$ cat src/rtl/mem_pkg.sv
// Shared constants and types for the MEM key sequencer.
package mem_pkg;

    localparam int unsigned DEF_SET_W  = 2;
    localparam int unsigned DEF_CHAR_W = 8;

    localparam logic [7:0] CH_UA    = 8'h41;
    localparam logic [7:0] CH_UZ    = 8'h5A;
    localparam logic [7:0] CH_LA    = 8'h61;
    localparam logic [7:0] CH_LZ    = 8'h7A;
    localparam logic [7:0] CASE_OFS = 8'h20;

    typedef enum logic {
        UNKEYED = 1'b0,
        RUN     = 1'b1
    } state_t;

endpackage

$ cat src/rtl/mem_char_filter.sv
// Classifies an ASCII character as a letter and folds lowercase to uppercase.
module mem_char_filter
    import mem_pkg::*;
#(
    parameter int unsigned CHAR_W = DEF_CHAR_W
) (
    input  logic [CHAR_W-1:0] char_i,
    output logic              is_letter_c_o,
    output logic [CHAR_W-1:0] upper_char_c_o
);

    logic is_upper;
    logic is_lower;

    // Range compare against the ASCII letter bounds, fold lowercase down by 0x20.
    always_comb begin
        is_upper       = (char_i >= CHAR_W'(CH_UA)) && (char_i <= CHAR_W'(CH_UZ));
        is_lower       = (char_i >= CHAR_W'(CH_LA)) && (char_i <= CHAR_W'(CH_LZ));
        is_letter_c_o  = is_upper || is_lower;
        upper_char_c_o = is_lower ? (char_i - CHAR_W'(CASE_OFS)) : char_i;
    end

endmodule

$ cat src/rtl/mem_key_sequencer.sv
// Filters a character stream to letters and pairs each with the next key setting.
module mem_key_sequencer
    import mem_pkg::*;
#(
    parameter int unsigned KEY_LEN = 4,
    parameter int unsigned SET_W   = DEF_SET_W,
    parameter int unsigned CHAR_W  = DEF_CHAR_W,
    parameter int unsigned CNT_W   = 16
) (
    input  logic                     clk,
    input  logic                     rst,
    input  logic                     key_load,
    input  logic [KEY_LEN*SET_W-1:0] key_in,
    input  logic                     msg_start,
    input  logic                     in_valid,
    input  logic [CHAR_W-1:0]        in_char,
    output logic                     in_ready,
    output logic                     out_valid,
    output logic [CHAR_W-1:0]        out_char,
    output logic [SET_W-1:0]         out_setting,
    input  logic                     out_ready,
    output logic                     bad_char,
    output logic [CNT_W-1:0]         msg_len
);

    localparam int unsigned KEY_W = KEY_LEN * SET_W;
    localparam int unsigned IDX_W = (KEY_LEN > 1) ? $clog2(KEY_LEN) : 1;
    localparam logic [IDX_W-1:0] LAST_IDX = IDX_W'(KEY_LEN - 1);

    state_t             state_q, state_d;
    logic [KEY_W-1:0]   key_q, key_d;
    logic [IDX_W-1:0]   idx_q, idx_d;
    logic               out_valid_q, out_valid_d;
    logic [CHAR_W-1:0]  out_char_q, out_char_d;
    logic [SET_W-1:0]   out_setting_q, out_setting_d;
    logic               bad_char_q, bad_char_d;
    logic [CNT_W-1:0]   msg_len_q, msg_len_d;

    logic               is_letter;
    logic [CHAR_W-1:0]  upper_char;
    logic [IDX_W-1:0]   slot;
    logic [SET_W-1:0]   setting_sel;
    logic [CNT_W-1:0]   len_base;
    logic               accept;

    mem_char_filter #(
        .CHAR_W (CHAR_W)
    ) u_filter (
        .char_i         (in_char),
        .is_letter_c_o  (is_letter),
        .upper_char_c_o (upper_char)
    );

    // Input is taken only once keyed, never during a key load, and only when the output stage frees up.
    assign in_ready = (state_q == RUN) && !key_load && (!out_valid_q || out_ready);
    assign accept   = in_valid && in_ready;

    // A message restart forces this letter onto slot 0.
    always_comb begin
        slot        = msg_start ? '0 : idx_q;
        setting_sel = '0;
        for (int unsigned i = 0; i < KEY_LEN; i++) begin
            if (slot == IDX_W'(i)) begin
                setting_sel = key_q[i*SET_W +: SET_W];
            end
        end
        len_base = msg_start ? '0 : msg_len_q;
    end

    // Next-state logic for the FSM, key, slot index, counter and output stage.
    always_comb begin
        state_d       = state_q;
        key_d         = key_q;
        idx_d         = idx_q;
        out_valid_d   = out_valid_q && !out_ready;
        out_char_d    = out_char_q;
        out_setting_d = out_setting_q;
        bad_char_d    = 1'b0;
        msg_len_d     = msg_len_q;

        if (key_load) begin
            state_d   = RUN;
            key_d     = key_in;
            idx_d     = '0;
            msg_len_d = '0;
        end else begin
            if (msg_start) begin
                idx_d     = '0;
                msg_len_d = '0;
            end
            if (accept) begin
                if (is_letter) begin
                    out_valid_d   = 1'b1;
                    out_char_d    = upper_char;
                    out_setting_d = setting_sel;
                    idx_d         = (slot == LAST_IDX) ? '0 : slot + IDX_W'(1);
                    msg_len_d     = (&len_base) ? len_base : len_base + CNT_W'(1);
                end else begin
                    bad_char_d = 1'b1;
                end
            end
        end
    end

    // State and datapath registers with synchronous reset.
    always_ff @(posedge clk) begin
        if (rst) begin
            state_q       <= UNKEYED;
            key_q         <= '0;
            idx_q         <= '0;
            out_valid_q   <= 1'b0;
            out_char_q    <= '0;
            out_setting_q <= '0;
            bad_char_q    <= 1'b0;
            msg_len_q     <= '0;
        end else begin
            state_q       <= state_d;
            key_q         <= key_d;
            idx_q         <= idx_d;
            out_valid_q   <= out_valid_d;
            out_char_q    <= out_char_d;
            out_setting_q <= out_setting_d;
            bad_char_q    <= bad_char_d;
            msg_len_q     <= msg_len_d;
        end
    end

    assign out_valid   = out_valid_q;
    assign out_char    = out_char_q;
    assign out_setting = out_setting_q;
    assign bad_char    = bad_char_q;
    assign msg_len     = msg_len_q;

endmodule
$ cat config.mk
export PLATFORM = sky130hd
export DESIGN_NAME = mem_key_sequencer
export DESIGN_NICKNAME = d
export VERILOG_FILES = /design/src/rtl/mem_pkg.sv /design/src/rtl/mem_char_filter.sv /design/src/rtl/mem_key_sequencer.sv
export SDC_FILE = /design/constraint.sdc
export NUM_CORES = 1
export LEC_CHECK = 0
export ABC_CLOCK_PERIOD_IN_PS = 4600
export BUFFER_PORTS_ARGS = -buffer_cell sky130_fd_sc_hd__buf_2
export CORE_ASPECT_RATIO = 0.7
export CORE_MARGIN = 2
export CORE_UTILIZATION = 57
export DETAILED_ROUTE_END_ITERATION = 6
export PLACE_DENSITY = 0.85
export SLEW_MARGIN = 5
export SYNTH_ARGS = -nofsm -noshare
export SYNTH_HDL_FRONTEND = slang
export SYNTH_SLANG_ARGS = --single-unit
$ cat constraint.sdc
create_clock -name clk -period 4.6 [get_ports clk]
set_clock_uncertainty 0.1 [all_clocks]
set_input_delay 1.38 -clock clk [delete_from_list [all_inputs] [get_ports clk]]
set_output_delay 1.38 -clock clk [all_outputs]
set_load 0.02 [all_outputs]
After elaboration in Yosys (flattened, before gate mapping):

Cells that the tools add are included.

* order comparisons: 4
* mux-type cells: 17
* bitwise logic cells: 2
* eq/ne operators: 3
* $add $sub $neg: 3
* reduce and logical (&&, ||, !) cells: 16

Operator list (number)
* $mux 16: 4
* $add 16x1->16 const B: 1
* $ge 8x7->1 const B: 2
* $le 8x7->1 const B: 2
* $mux 2: 8
* $reduce_and 16->1: 1
* $mux 8: 1
* $sub 8x6->8 const B: 1
* $logic_and 1x1->1: 6
* $eq 2x2->1 const B: 2
* $mux 1: 4
* $logic_not 1->1: 3
* $reduce_and 3->1: 1
* $reduce_or 3->1: 1
* $add 2x1->2 const B: 1
* $eq 2x1->1 const B: 1
* $logic_not 2->1: 1
* $logic_or 1x1->1: 2
* $not 1->1: 2
* $reduce_or 2->1: 1

* word-level logic and storage cells: 53
* flip-flop bits (word level): 39

Logic depth before layout (Yosys ltp):

Gate-level depths: netlist (run 1).

* depth in word-level cells: 6
* gate-level depth with buffers: 10
* mapped depth without buffers: 9

Modules after synthesis:

From an unflattened synthesis (run 1), not the netlist that was laid out.

* cell total of the unflattened synthesis: 243
* area total of the unflattened synthesis: 2073.2 um2

By module, submodules not included
* mem_key_sequencer: area an instance 1894.3 um2, times used 1, cells an instance 219, sequential area each 780.7 um2
* mem_char_filter: area an instance 178.9 um2, times used 1, cells an instance 24, sequential area each 0.0 um2

Least setup slack after synthesis (run 1):

OpenSTA, ideal clock, no wires.

* path kind: in2out
* start: in key_load
* end: out in_ready
* arrival: 2.067 ns
* path buffers: 1
* stages: 2
* slack: 1.053 ns
* data required time: 3.120 ns
* path through: buf_1 and3b_1

* word-level cells in the longest chain between the ends: 3

RTL lines
* start: declaration: RTL line mem_key_sequencer.sv:12 `input logic key_load,`
* $logic_not 1->1: RTL line mem_key_sequencer.sv:55 `assign in_ready = (state_q == RUN) && !key_load && (!out_valid_q || out_ready);`
* $logic_and 1x1->1 (2 in series): RTL line mem_key_sequencer.sv:55
* end: declaration: RTL line mem_key_sequencer.sv:17 `output logic in_ready,`

Every way passes these cells.

Final worst setup path (run 1):

Ends and elaborated chain as after synthesis.

==> metrics.yaml, run 1 <==
yosys:
  synth_edf_count: 0
  syn_nets: 271
  synth_area_leaders: "dfxtp_1 38%, a21oi_1 6.3%, nand2_1 6.2%"
  ys_types: 49
  ys_seq_area_share_pct: 37.7
  yosysMostFrequentCell: "dfxtp_1"
  avgSynthCellArea_um2: 8.55
  synthTopCellsByCount: "39 x dfxtp_1, 34 x nand2_1, 26 x a21oi_1"
  netlist_area_um2: 2070
  synth-warning-count: 0
  syn_inst: 242
  yosysTopAreaCellShare_pct: 37.7
  synthArstFlopShare_pct: 0
  synth_ff_type: "dfxtp_1"
  yosys_register_bits: 39
  yosys.area.top_type: "dfxtp_1"
layout:
  utilization_pct: 68.7
  layout-drive-gt1-share_pct: 27.3
  syn2layout_area_growth_pct: 16.0
  antenna_cells: 0
  nets: 318
  fillCellCount: 289
sta:
  fmax_mhz: 285
  final.period_utilization_pct: 76.2
  final-max-slew-violation-count: 0
  finalHoldViolations: 0
  setup_tns_ns: 0
  rsz0062_at_grt: "false"
  fin_crit_ns: 3.50
  setup_viol: 0
  worst_pin_slew_ns: 0.641
  relSlewSlack_pct: 57.2
grt:
  grt_pass1_wl_um: 7460
  antenna_found_initial: 0
  grt_start_max_net_pins: 28
  grt_usage_pct: 23.1
  grt_overflow: 0
  grt_pass1_vias: 1635
clock_network:
  insertion_delay_ns: 0.30
  numCtsBuffers: 5
  h-tree-depth: 2
  cts_tree: "built"
  cts.sinks: 39
  cts_hold_buf: 0
  cts_buffer_depth: 2
  post_cts_buffers: 0
  cts_resized: 0
  cts_root_buf: "clkbuf_8"
  clk_pin_slew_ns: 0.08
detailed_routing:
  antenna_left: 0
  routed_via_density: 5.72
  drc: 0
  wl_um: 4720
  post_drt_wl_per_cell_um: 13.9
  drt_iter0_markers: 122
  num_vias: 1938
  drtPass1Iterations: 4
setup_path:
  crit_type: "input port to output port"
  worstPathArrival_ns: 2.02
  crit_family: "buffers and inverters"
  critPathBufInv: 2
  crit_top_cell: "buf_2"
  crit_path_end_kind: "output port"
  crit_path_top_delay_cell: "buf_2"
  start_kind: "input port"
  crit_chain: "buf_2 > and3b_1 > buf_2"
  slowest_delay_ns: 0.27
  worstPathRequired_ns: 3.12
  critPathMaxFanout: 14
placed_design:
  dpl.hpwl_um: 3420
  port_buffers: 50
  place.gp.congestion: 0.801
pwr:
  p_per_area_nw_per_um2: 264
  p_leak_uw: 0.000986
  power.total_uw: 634
  vdd_drop_max_mv: 0.179
die:
  die_x_um: 76.0
  dieArea_um2: 4130
  rows: 18
  coreArea_um2: 3490
  io_pins: 51
  die_h_um: 54.4
  initial_core_util_pct: 59.2
worst_hold_path:
  hold_path_class: "flop to flop"
flow_run:
  drv_cap: 0
outcome:
  status: "finished, final reports clean"
[sequential cells by signal (all words and copies together) (netlist names)]
name and flops:
idx_q 2, out_setting 2, key_q 8, bad_char 1
state_q 1, msg_len 16, out_char 8, out_valid 1
[worst min-delay path, delay by kind of cell, from the launching register on]
kind	cells	cell delay, ns
flip-flops	1	0.31
AND/OR/NAND/NOR	1	0.05
AO/OA/AOI/OAI	1	0.05
[layer usage]
metal	vias to the layer above	GRT usage, %	share of wire (%)
met3	13	5.78	6.9
met1	888	31.3	48
met5	-	0	0
met2	62	35.3	43
met4	0	11.2	2.1
li1	975	-	-
[layout by cell type (no fill, tap or decap), types with 2 or more instances in the layout]
master and count:
mux2i_1 9, and4_4 3, buf_2 50, nor3b_2 2
nor2_1 20, nor2b_1 3, or3_1 3, o21ai_0 6
nor3_1 8, nand4_1 3, and3_4 2, mux2_2 2
nand3b_1 2, a211oi_2 2, a21o_1 2, or4_1 5
or2_2 2, o41ai_1 2, a31oi_1 2, a21oi_1 26
ha_1 7, nand4b_1 4, nand3_1 10, nand2_1 34
nor2_2 2, clkbuf_8 6, inv_1 5, dfxtp_1 39
o31ai_1 6, and3_1 5
[area by class of cell]
type	instances	area, um2	area share [%]
clock buffer	6	82.6	3.44
multi-input combinational	187	1200	49.8
clock inverter	1	5.00	0.209
tap	50	62.6	2.61
inverter	6	22.5	0.938
timing repair buffer	50	250	10.4
sequential	39	781	32.5
[through the flow]
| stage | std cells | setup WS (ns) | instance area, um2 | hold slack, ns |
|---|---|---|---|---|
| after floorplan | 242 | 1.05 | 2070 | 0.360 |
| after detailed placement | 332 | 1.09 | 2310 | 0.341 |
| final | 339 | 1.10 | 2400 | 0.360 |
| after global routing | 339 | 1.05 | 2400 | 0.375 |
| after global placement | 332 | 1.11 | 2310 | 0.345 |
| after CTS | 339 | 1.09 | 2400 | 0.358 |
[final timing paths]
| path | startpoint | end | slack [ns] | cells past startpoint |
|---|---|---|---|---|
| setup / recovery | key_load | in_ready | 1.10 | 3 |
| hold / removal | out_char[7] | out_char[7] | 0.36 | 2 |
| setup reg to reg | out_valid | msg_len[6] | 2.30 | 5 |
| hold reg to reg | out_char[7] | out_char[7] | 0.36 | 2 |
[power by group]
group / switching [uW] / leakage, uW / internal, uW
Sequential: 3.44 / 0.000316 / 343
Combinational: 32.1 / 0.000623 / 21.6
Clock: 116 / 0.0000470 / 118
[cells by family after synthesis]
| logic type | after synthesis | synth area share, % |
|---|---|---|
| and+or+nand+nor | 117 | 32.0 |
| AOI/OAI and AO/OA | 52 | 16.2 |
| DFF | 39 | 37.7 |
| buffers and inverters | 16 | 4.42 |
| muxes | 11 | 5.44 |
| adders and majority gates | 7 | 4.23 |
Note: power is estimated with default switching activity, not from simulation.
==> inputs of run 2 (changes only) <==
--- a/config.mk
+++ b/config.mk
@@ -5,13 +5,14 @@
 export SDC_FILE = /design/constraint.sdc
 export NUM_CORES = 1
 export LEC_CHECK = 0
-export ABC_CLOCK_PERIOD_IN_PS = 4600
+export ABC_AREA = 1
+export ABC_CLOCK_PERIOD_IN_PS = 3010
 export BUFFER_PORTS_ARGS = -buffer_cell sky130_fd_sc_hd__buf_2
 export CORE_ASPECT_RATIO = 0.7
 export CORE_MARGIN = 2
-export CORE_UTILIZATION = 57
+export CORE_UTILIZATION = 50
 export DETAILED_ROUTE_END_ITERATION = 6
-export PLACE_DENSITY = 0.85
+export PLACE_DENSITY = 0.76
 export SLEW_MARGIN = 5
 export SYNTH_ARGS = -nofsm -noshare
 export SYNTH_HDL_FRONTEND = slang
==> constraint.sdc (replaced) <==
create_clock -name clk -period 3.01 [get_ports clk]
set_clock_uncertainty 0.1 [all_clocks]
set_input_delay 0.903 -clock clk [delete_from_list [all_inputs] [get_ports clk]]
set_output_delay 0.903 -clock clk [all_outputs]
set_load 0.02 [all_outputs]
==> metrics.yaml, run 2 <==
detailed_routing:
  drt_iter0_markers: 180
  antenna_left: 0
  num_vias: 2493
  wl_um: 6240
  routed_via_density: 5.13
  drtPass1Iterations: 5
  post_drt_wl_per_cell_um: 12.8
  drc: 0
setup_path:
  crit_chain: "buf_2 > inv_2 > buf_4 > buf_4 > nand3_1 > nor2_1 > nand3_1 > nand2_1 > nand3_1 > nand2_1 > nand2_1 > nand2_1 > a21oi_1"
  worstPathRequired_ns: 3.08
  crit_path_top_delay_cell: "nor2_1"
  critPathBufInv: 4
  crit_path_end_kind: "flop"
  start_kind: "input port"
  reg2regPathDepth: 12
  crit_type: "input port to flop"
  critPathMaxFanout: 11
  worstPathArrival_ns: 2.53
  crit_top_cell: "nand2_1"
  slowest_delay_ns: 0.30
  crit_family: "simple AND/OR/NAND/NOR gates"
  crit_cells: 13
clock_network:
  cts_hold_buf: 0
  clk_pin_slew_ns: 0.09
  cts_resized: 0
  h-tree-depth: 2
  numCtsBuffers: 5
  cts_root_buf: "clkbuf_8"
  post_cts_buffers: 0
  cts_tree: "built"
  cts_buffer_depth: 2
  insertion_delay_ns: 0.30
  cts.sinks: 39
flow_run:
  drv_cap: 0
sta:
  holdWs_ns: 0.353
  finalHoldViolations: 0
  worst_pin_slew_ns: 0.500
  final.period_utilization_pct: 81.5
  relSlewSlack_pct: 66.6
  fin_crit_ns: 2.45
  rsz0062_at_grt: "false"
  setup_tns_ns: 0
  final-max-slew-violation-count: 0
  fmax_mhz: 408
  setup_viol: 0
worst_hold_path:
  hold_depth: 2
  hold_path_class: "flop to flop"
die:
  initial_core_util_pct: 52.5
  die_x_um: 89.4
  io_pins: 51
  dieArea_um2: 5700
  coreArea_um2: 4860
  rows: 21
  die_h_um: 63.8
layout:
  layout-drive-gt1-share_pct: 25.9
  largest_reg_flops: 16
  fillCellCount: 448
  multi_input_area_um2: 1490
  nets: 445
  regArea_um2: 781
  final_cell_mix: "77 x nand2_1, 50 x buf_2, 43 x nor2_1"
  antenna_cells: 0
  utilization_pct: 60.4
  syn2layout_area_growth_pct: 14.9
  layout_commonest_cell: "nand2_1"
yosys:
  synth-warning-count: 0
  ys_types: 36
  ys_seq_area_share_pct: 30.6
  syn_nets: 396
  netlist_area_um2: 2550
  avgSynthCellArea_um2: 6.96
  yosysMostFrequentCell: "nand2_1"
  syn_inst: 367
  synthTopCellsByCount: "77 x nand2_1, 43 x nor2_1, 39 x dfxtp_1, 39 x inv_1, 29 x a21oi_1"
  yosys_register_bits: 39
  yosys.area.top_type: "dfxtp_1"
  synth_area_leaders: "dfxtp_1 31%, nand2_1 11%, nor2_1 6.3%"
  synth_edf_count: 0
  synth_ff_type: "dfxtp_1"
  synthArstFlopShare_pct: 0
  yosysTopAreaCellShare_pct: 30.6
placed_design:
  dpl.hpwl_um: 4510
  port_buffers: 50
  place.gp.congestion: 0.889
pwr:
  p_per_area_nw_per_um2: 379
  vdd_drop_max_mv: 0.225
  p_leak_uw: 0.00145
grt:
  grt_pass1_vias: 2329
  grt_overflow: 0
  grt_pass1_wl_um: 10800
  grt_usage_pct: 24.0
  grt_start_max_net_pins: 22
  antenna_found_initial: 0
outcome:
  status: "finished, final reports clean"
## run 2: power by group
part / leakage, uW / switching (uW) / internal (uW)
sequential: 0.000317 / 5.21 / 528
combinational: 0.00108 / 80.3 / 37.5
clock: 0.0000587 / 212 / 251
## run 2: cells by family after synthesis
group,Yosys count,share of synthesized area [%]
adders and majority gates,7,3.43
DFF,39,30.6
and+or+nand+nor,198,41.2
AOI/OAI and AO/OA,60,12.2
buffers and inverters,58,11.0
xor gates and xnor gates,5,1.71
## run 2: metal layers
metal	vias up	GRT usage (%)	wire length (um)
met4	0	6.72	53
met2	119	35.1	2610
li1	1276	-	-
met5	-	0	0
met1	1091	35.6	3090
met3	7	4.78	488
## run 2: final cells by class
class                   instances  share of cell area [%]
clock buffers                   5                    2.34
clock inverters                 3                    1.62
inverters                      46                    6.10
multi-input cells             270                    50.9
flip-flops and latches         39                    26.6
well taps                      69                    2.94
repair buffers                 54                    9.55
## run 2: final timing paths
path,from,end,slack [ns]
max,msg_start,msg_len[11],0.56
min,out_char[5],out_char[5],0.35
max reg2reg,msg_len[0],msg_len[14],1.03
min reg2reg,out_char[5],out_char[5],0.35
## run 2: stage by stage
| stage | cell area, um2 | worst slack [ns] | total power [uW] | instances |
|---|---|---|---|---|
| 3_5_place_dp | 2820 | 0.286 | 662 | 478 |
| 2_1_floorplan | 2550 | 0.371 | 627 | 367 |
| 3_3_place_gp | 2820 | 0.375 | 659 | 478 |
| 5_1_grt | 2940 | 0.353 | 1160 | 486 |
| 4_1_cts | 2940 | 0.569 | 1120 | 486 |
| 6_report | 2940 | 0.558 | 1110 | 486 |
## run 2: worst min-delay path, stage by stage (launching register included)
cell     delay [ns]
dfxtp_1        0.32
nand2_1        0.06
nor2_1         0.03
==> inputs of run 3 (changes only) <==
--- a/config.mk
+++ b/config.mk
@@ -6,13 +6,13 @@
 export NUM_CORES = 1
 export LEC_CHECK = 0
 export ABC_AREA = 1
-export ABC_CLOCK_PERIOD_IN_PS = 3010
+export ABC_CLOCK_PERIOD_IN_PS = 2420
 export BUFFER_PORTS_ARGS = -buffer_cell sky130_fd_sc_hd__buf_2
 export CORE_ASPECT_RATIO = 0.7
 export CORE_MARGIN = 2
-export CORE_UTILIZATION = 50
+export CORE_UTILIZATION = 55
 export DETAILED_ROUTE_END_ITERATION = 6
-export PLACE_DENSITY = 0.76
+export PLACE_DENSITY = 0.8
 export SLEW_MARGIN = 5
 export SYNTH_ARGS = -nofsm -noshare
 export SYNTH_HDL_FRONTEND = slang
==> constraint.sdc (replaced) <==
create_clock -name clk -period 2.42 [get_ports clk]
set_clock_uncertainty 0.1 [all_clocks]
set_input_delay 0.726 -clock clk [delete_from_list [all_inputs] [get_ports clk]]
set_output_delay 0.726 -clock clk [all_outputs]
set_load 0.02 [all_outputs]
==> metrics.yaml, run 3 (synthesis results as in run 2) <==
pwr:
  vdd_drop_max_mv: 0.278
  p_per_area_nw_per_um2: 463
  p_leak_uw: 0.00149
clock_network:
  cts_buffer_depth: 2
  numCtsBuffers: 5
  cts.sinks: 39
  clk_pin_slew_ns: 0.08
  h-tree-depth: 2
  insertion_delay_ns: 0.30
  cts_tree: "built"
  cts_hold_buf: 0
  cts_root_buf: "clkbuf_8"
  post_cts_buffers: 0
  cts_resized: 0
setup_path:
  crit_path_end_kind: "flop"
  critPathMaxFanout: 6
  reg2regPathDepth: 12
  start_kind: "input port"
  crit_type: "input port to flop"
  worstPathRequired_ns: 2.51
  worstPathArrival_ns: 2.22
layout:
  layout_commonest_cell: "nand2_1"
  layout-drive-gt1-share_pct: 27.1
  nets: 452
  final_cell_mix: "77 x nand2_1, 50 x buf_2, 43 x nor2_1"
  design_area_um2: 2970
  largest_reg_flops: 16
  antenna_cells: 0
  syn2layout_area_growth_pct: 16.4
  fin_cells: 479
sta:
  relSlewSlack_pct: 63.9
  worst_pin_slew_ns: 0.541
  fmax_mhz: 469
  finalHoldViolations: 0
  holdWs_ns: 0.347
  fin_ws_ns: 0.288
  final.period_utilization_pct: 88.1
  final-max-slew-violation-count: 0
  setup_viol: 0
  setup_tns_ns: 0
  rsz0062_at_grt: "false"
  fin_crit_ns: 2.13
die:
  die_x_um: 85.4
  rows: 20
  io_pins: 51
  coreArea_um2: 4400
  die_h_um: 61.0
  dieArea_um2: 5210
  initial_core_util_pct: 58.0
detailed_routing:
  num_vias: 2539
  drt_iter0_markers: 237
  post_drt_wl_per_cell_um: 13.5
  antenna_left: 0
  drtPass1Iterations: 5
  wl_um: 6490
  drc: 0
  routed_via_density: 5.30
worst_hold_path:
  hold_depth: 2
  hold_path_class: "flop to flop"
placed_design:
  dpl-instance-area_um2: 2860
  place.gp.congestion: 0.937
  port_buffers: 50
  place_ws_ns: 0.00831
  dp_cells: 471
  dpl.hpwl_um: 4770
flow_run:
  drv_cap: 0
grt:
  grt_pass1_wl_um: 10300
  grt_overflow: 0
  antenna_found_initial: 0
  grt_usage_pct: 25.7
  grt_start_max_net_pins: 22
  grt_pass1_vias: 2139
outcome:
  status: "finished, final reports clean"
==> run 3: cell types whose count changed in the layout (fill, tap and decap cells not counted) <==
cell / previous run / this run
buf_4: 4 / 11
nor2_4: 4 / 5
nor2_2: 8 / 7
clkinv_2: 1 / 2
inv_6: 1 / 0
==> run 3: metrics by stage <==
step	power (uW)	utilization, %
after floorplan	780	-
after global placement	827	64.9
after detailed placement	833	64.9
after CTS	1380	67.5
after global routing	1430	67.5
final	1370	67.5
==> run 3: routing by layer <==
layer | track usage, % | share of wire [%] | routed length (um) | up-vias
met1 | 36.9 | 49 | 3160 | 1140
met2 | 39.2 | 43 | 2780 | 97
met3 | 6.97 | 7.2 | 466 | 13
li1 | - | - | - | 1289
met4 | 5.90 | 1.3 | 85 | 0
met5 | 0 | 0 | 0 | -
==> run 3: path summary, 6_finish.rpt <==
kind,endpoint,startpoint,slack [ns]
worst max-delay path,msg_len[14],msg_start,0.29
worst min-delay path,out_char[5],out_char[5],0.35
worst max register to register,msg_len[14],msg_len[0],0.57
worst min register to register,out_char[5],out_char[5],0.35
==> run 3: critical path, cell delays in order <==
cell and delay, ns:
buf_2 0.11, inv_2 0.12, nand2_1 0.09, inv_1 0.08
ha_1 0.18, nand2_1 0.09, nor2_4 0.14, nand2_2 0.11
clkinv_2 0.08, nand2_2 0.06, nor2_2 0.10, nand3_1 0.11
nor3_1 0.16, nor2_1 0.07
==> run 3: power by group <==
group	total [uW]	switching, uW	internal, uW	leakage [uW]
Combinational	157	105	52.3	0.00111
Sequential	663	6.96	656	0.000317
Clock	555	248	307	0.0000581
Total	1370	359	1020	0.00149
==> run 3: final cells by class <==
class                           instances  area [um2]
Multi-Input combinational cell        270        1500
Fill cell                             382        1430
Sequential cell                        39         781
Timing Repair Buffer                   61         333
Inverter                               46         179
Clock buffer                            5        68.8
Tap cell                               55        68.8
Clock inverter                          3        43.8
